--- config.mk ---
export PLATFORM = sky130hd
export DESIGN_NAME = if_stage
export DESIGN_NICKNAME = d
export VERILOG_FILES = /design/src/rtl/if_stage_pkg.sv /design/src/rtl/if_stage_pipe_reg.sv /design/src/rtl/if_stage.sv
export SDC_FILE = /design/constraint.sdc
export NUM_CORES = 1
export LEC_CHECK = 0
export ABC_AREA = 1
export CAP_MARGIN = 0
export CELL_PAD_IN_SITES_DETAIL_PLACEMENT = 1
export CELL_PAD_IN_SITES_GLOBAL_PLACEMENT = 2
export CORE_MARGIN = 2
export CORE_UTILIZATION = 26
export DETAILED_ROUTE_END_ITERATION = 8
export GPL_ROUTABILITY_DRIVEN = 0
export GPL_TIMING_DRIVEN = 0
export PLACE_DENSITY_LB_ADDON = 0.12
export SKIP_LAST_GASP = 1
export SYNTH_ARGS = -nofsm -noshare
export SYNTH_HDL_FRONTEND = slang
export SYNTH_HIERARCHICAL = 1
export SYNTH_SLANG_ARGS = --single-unit
--- constraint.sdc ---
create_clock -name clk -period 2.8 [get_ports clk]
set_clock_uncertainty 0.05 [all_clocks]
set_input_delay 0.84 -clock clk [delete_from_list [all_inputs] [get_ports clk]]
set_output_delay 0.84 -clock clk [all_outputs]
set_load 0.02 [all_outputs]
--- src/rtl/if_stage_pkg.sv ---
// Shared ARM pipeline constants and the IF/ID register layout.
package if_stage_pkg;

  localparam int unsigned INSTR_W = 32;

  localparam logic [INSTR_W-1:0] DEFAULT_RESET_PC  = '0;
  localparam logic [INSTR_W-1:0] DEFAULT_NOP_INSTR = '0;

  localparam logic [INSTR_W-1:0] PC_STEP = 32'd4;

  typedef struct packed {
    logic               valid;
    logic [INSTR_W-1:0] pc;
    logic [INSTR_W-1:0] instr;
  } ifid_t;

  localparam int unsigned IFID_W = $bits(ifid_t);

  // Instructions are word aligned; branch targets drop their byte offset.
  function automatic logic [INSTR_W-1:0] word_align(input logic [INSTR_W-1:0] addr);
    return {addr[INSTR_W-1:2], 2'b00};
  endfunction

  function automatic ifid_t ifid_bubble(input logic [INSTR_W-1:0] nop);
    ifid_t b;
    b.valid = 1'b0;
    b.pc    = '0;
    b.instr = nop;
    return b;
  endfunction

endpackage

--- src/rtl/if_stage_pipe_reg.sv ---
// Parameterized pipeline register: synchronous reset > flush > load > hold.
module pipe_reg #(
  parameter int unsigned       WIDTH     = 32,
  parameter logic [WIDTH-1:0]  RESET_VAL = '0
) (
  input  logic             clk,
  input  logic             rst,
  input  logic             load_i,
  input  logic             flush_i,
  input  logic [WIDTH-1:0] flush_val_i,
  input  logic [WIDTH-1:0] d_i,
  output logic [WIDTH-1:0] q_o
);

  logic [WIDTH-1:0] q_q;
  logic [WIDTH-1:0] q_d;

  always_comb begin
    q_d = q_q;
    if (flush_i) begin
      q_d = flush_val_i;
    end else if (load_i) begin
      q_d = d_i;
    end
  end

  always_ff @(posedge clk) begin
    if (rst) begin
      q_q <= RESET_VAL;
    end else begin
      q_q <= q_d;
    end
  end

  assign q_o = q_q;

endmodule

--- src/rtl/if_stage.sv ---
// Instruction fetch stage: PC register plus IF/ID pipeline register.
module if_stage
  import if_stage_pkg::*;
#(
  parameter logic [INSTR_W-1:0] RESET_PC  = DEFAULT_RESET_PC,
  parameter logic [INSTR_W-1:0] NOP_INSTR = DEFAULT_NOP_INSTR
) (
  input  logic               clk,
  input  logic               rst,
  input  logic               freeze,
  input  logic               branch_taken,
  input  logic [INSTR_W-1:0] branch_address,
  output logic [INSTR_W-1:0] imem_addr,
  input  logic [INSTR_W-1:0] imem_data,
  output logic [INSTR_W-1:0] pc_out,
  output logic [INSTR_W-1:0] instruction_out,
  output logic               valid_out
);

  localparam ifid_t IFID_BUBBLE = ifid_bubble(NOP_INSTR);

  logic [INSTR_W-1:0] pc_q;
  logic [INSTR_W-1:0] pc_plus4;
  logic [INSTR_W-1:0] branch_target;
  ifid_t              ifid_q;
  ifid_t              ifid_d;
  logic               unused_addr_lsbs;

  assign pc_plus4         = pc_q + PC_STEP;
  assign branch_target    = word_align(branch_address);
  assign unused_addr_lsbs = ^branch_address[1:0];

  always_comb begin
    ifid_d       = '0;
    ifid_d.valid = 1'b1;
    ifid_d.pc    = pc_plus4;
    ifid_d.instr = imem_data;
  end

  // A branch overrides freeze in both registers, so freeze only gates the load.
  pipe_reg #(
    .WIDTH     (INSTR_W),
    .RESET_VAL (RESET_PC)
  ) u_pc_reg (
    .clk         (clk),
    .rst         (rst),
    .load_i      (!freeze),
    .flush_i     (branch_taken),
    .flush_val_i (branch_target),
    .d_i         (pc_plus4),
    .q_o         (pc_q)
  );

  pipe_reg #(
    .WIDTH     (IFID_W),
    .RESET_VAL (IFID_BUBBLE)
  ) u_ifid_reg (
    .clk         (clk),
    .rst         (rst),
    .load_i      (!freeze),
    .flush_i     (branch_taken),
    .flush_val_i (IFID_BUBBLE),
    .d_i         (ifid_d),
    .q_o         (ifid_q)
  );

  assign imem_addr       = pc_q;
  assign pc_out          = ifid_q.pc;
  assign instruction_out = ifid_q.instr;
  assign valid_out       = ifid_q.valid;

endmodule
==> results of run 1 <==
==> path summary, 6_finish.rpt <==
check                            startpoint                         endpoint  slack [ns]  depth (start not counted)
max           u_pc_reg/q_o[27]$_SDFFE_PP0P_                    imem_addr[27]        0.36                          1
min          u_ifid_reg/q_o[5]$_SDFFE_PP0P_   u_ifid_reg/q_o[5]$_SDFFE_PP0P_        0.49                          4
max reg2reg    u_pc_reg/q_o[3]$_SDFFE_PP0P_  u_ifid_reg/q_o[54]$_SDFFE_PP0P_        0.91                         12
min reg2reg  u_ifid_reg/q_o[5]$_SDFFE_PP0P_   u_ifid_reg/q_o[5]$_SDFFE_PP0P_        0.49                          4
==> metal layers <==
| layer | wire length [um] | vias to the layer above | GRT usage |
|---|---|---|---|
| li1 | - | 3216 | - |
| met1 | 9400 | 2842 | 0.232 |
| met2 | 9570 | 109 | 0.316 |
| met3 | 1270 | 12 | 0.0563 |
| met4 | 228 | 0 | 0.0417 |
| met5 | 0 | - | 0 |
==> cell type report <==
cell class,instances,share of cell area
Antenna cell,1,0.000306
Clock inverter,4,0.00627
Tap cell,275,0.0420
Buffer,52,0.0379
Inverter,119,0.0546
Clock buffer,12,0.0313
Sequential cell,97,0.237
Timing Repair Buffer,162,0.198
Multi-Input combinational cell,712,0.392
==> cell usage in the layout, fill, tap and decap left out, drive strengths merged <==
cell type | netlist | routed
diode | 0 | 1
buf | 47 | 47
nand3 | 201 | 201
and2 | 2 | 2
ha | 1 | 1
clkbuf | 5 | 17
inv | 119 | 119
xor2 | 11 | 11
nand2 | 376 | 376
dfxtp | 97 | 97
clkdlybuf4s50 | 0 | 162
clkinvlp | 0 | 1
clkinv | 0 | 2
conb | 2 | 68
xnor2 | 4 | 4
nor2 | 42 | 42
nand3b | 7 | 7
bufinv | 0 | 1
==> report_power, final <==
group          internal, mW  leakage, nW  total, mW  switching [mW]
registers              1.46        0.801       1.54          0.0751
clock network         0.744        0.149       1.34           0.591
logic                 0.361         3.29      0.797           0.436
==> sequential cells by signal (all words and copies together) (netlist names) <==
register,count
u_ifid_reg/q_o,65
u_pc_reg/q_o,32
==> cells by family (layout without fill, tap and decap cells) <==
family                   after synthesis  in the layout
adder cells (fa/ha/maj)                1              1
buffers and inverters                171            349
AND/OR/NAND/NOR                      628            628
flip-flops                            97             97
other                                  2             69
XOR/XNOR                              15             15
==> through the flow <==
stage | worst slack [ns] | std cells
floorplan | 1.08 | 980
global placement | 0.330 | 1417
detailed placement | 0.303 | 1417
CTS | 0.347 | 1433
global route | 0.317 | 1433
finish | 0.361 | 1434
==> results.md, run 1 <==
STA
- 0.410 GHz — maximum achievable frequency
- 0.589 — slew margin rel.
- 2.44 ns — final critical path time including I/O delays and setup
- 0.871 — post-route clock period utilization
- 0.492 ns — Final Hold Slack
- 0 — final hold vios
- 0 — final-report max-slew violation count
- 0 ns — sum of negative setup slack
- 0.617 ns — slew at the pin closest to its max-slew limit
- false — RSZ-0062 raised after global routing
- 0 — final setup violation count

CTS
- 9 — number of clock buffers inserted by TritonCTS
- clkbuf_16 — Clock Tree Root
- 0.07 ns — CTS clk-pin slew, worst paths
- 97 — number of clock sinks
- 0 — CTS resizes
- 0 — post-CTS setup buffer count
- built — TritonCTS clock tree
- 3 — maximum level of the CTS H-tree
- 2 — number of buffers between clock root and the deepest sink
- 0.35 ns — source-to-sink clock delay at the later pin of the worst-skew pair
- 0 — CTS Hold Buffers Added

Floorplanning
- 0.0230 sq mm — floorplan die area
- 53 — standard-cell row count
- 152 um — die span in x
- 165 — IO Pins
- 0.267 — starting density of the core
- 0.0212 sq mm — standard cell core area
- 152 um — Die Y

Detailed routing
- 20500 um — sum of routed wire length over all layers
- 4.31 — ratio of routed vias to standard cells
- 14.3 um — wire per inst
- 4 — first-pass detailed-route iteration total
- 6179 — vias after detailed routing
- 203 — detailed router's first-iteration violation count
- 0 — ANT nets after route
- 0 — DRC

Synthesis
- 97 — number of register bits inferred by synthesis
- 0.0245 — xor/xnor cell area share of the yosys netlist
- 914 — post-synthesis cell count
- 0 — Synth async-reset ratio
- dfxtp_1 — Primary FF master, synth
- dfxtp_1 — cell taking the most area after synthesis
- 0 — complex-gate fraction of the synthesized area
- 6 — Synth Warn #
- 0.343 — portion of synthesized cell area occupied by the leading cell type
- nand2_1 — most numerous cell in the Yosys netlist
- 0 — mux cell area share after synthesis
- 0.495 — Simple-Gate Fraction of Synth Area
- 0.00566 sq mm — post-synthesis instance area
- 25 — count of unique library cells instantiated by Yosys
- 0.343 — sequential cell area fraction in the yosys report
- 6.19 sq um — average size of a mapped cell
- 0 — number of enable flip-flop cells after synthesis
- nand2_1 (360), nand3_1 (201), inv_1 (117), dfxtp_1 (97) — most used standard cells in the synthesized netlist
- 0.00221 — adder and majority cell fraction of the synthesized area
- dfxtp_1 (34%), nand2_1 (24%), nand3_1 (18%), inv_1 (7.8%), buf_2 (2.6%) — largest cells by area after synthesis
- simple AND/OR/NAND/NOR gates — combinational family with the most area after synthesis

Setup path
- reg -> out — Setup Crit Path Kind
- 1.55 ns — endpoint arrival time on the critical path
- 1.91 ns — Data required, critical path
- clkdlybuf4s50_1 — master of the slowest instance on the critical path
- clkdlybuf4s50_1 — ordered list of cells on the worst path
- output port — Worst setup EP type
- register — crit path launch type
- 1 — worst path bufs/invs
- 0.67 ns — highest cell delay on the worst timing path
- buffers and inverters — crit-path leading delay family
- 7 — critical path fanouts, max

Cells and area
- 2811 — fill cell total of the finished layout
- 0.00194 sq mm — combined flip-flop and latch cell area
- 0.0794 — share of post-route cells with drive strength above 1
- 0.00818 sq mm — post-route cell area
- 0.00321 sq mm — area of the multi-input gates
- 1222 — number of nets in the final layout
- 0.386 — final core utilization
- 44.6% — signed area change from the synthesized netlist to the final layout

Power and ir drop
- 449 mW/mm^2 — power per cell area
- 0.277 mV — worst vdd rail ir drop
- 3.67 mW — final total power
- 4.24 nW — leakage power total

Placed design
- 15400 um — HPWL after detailed placement
- 0.00787 sq mm — total placed instance area
- 162 — number of buffers inserted by port buffering

GRT
- 0 — total overflow reported by the global router
- 32900 um — global-route wire length before repair
- 6367 — number of global-route vias before repair
- 0.186 — global routing usage summed across all routing layers
- 16 — maximum number of pins on one net before global-route repair
- 1 — number of antenna violations at the first check in global routing

Min path
- reg -> reg — worst hold path type

Job
- 0 — Max-cap violations

Outcome
- completed — run status

(Power assumes the default switching activity.)
==> run 2, diff against run 1 <==
Settings changed: CTS_CLUSTER_SIZE set to 25.
==> results of run 2 <==
Final layout, timing and power as in run 1 (identical DEF).
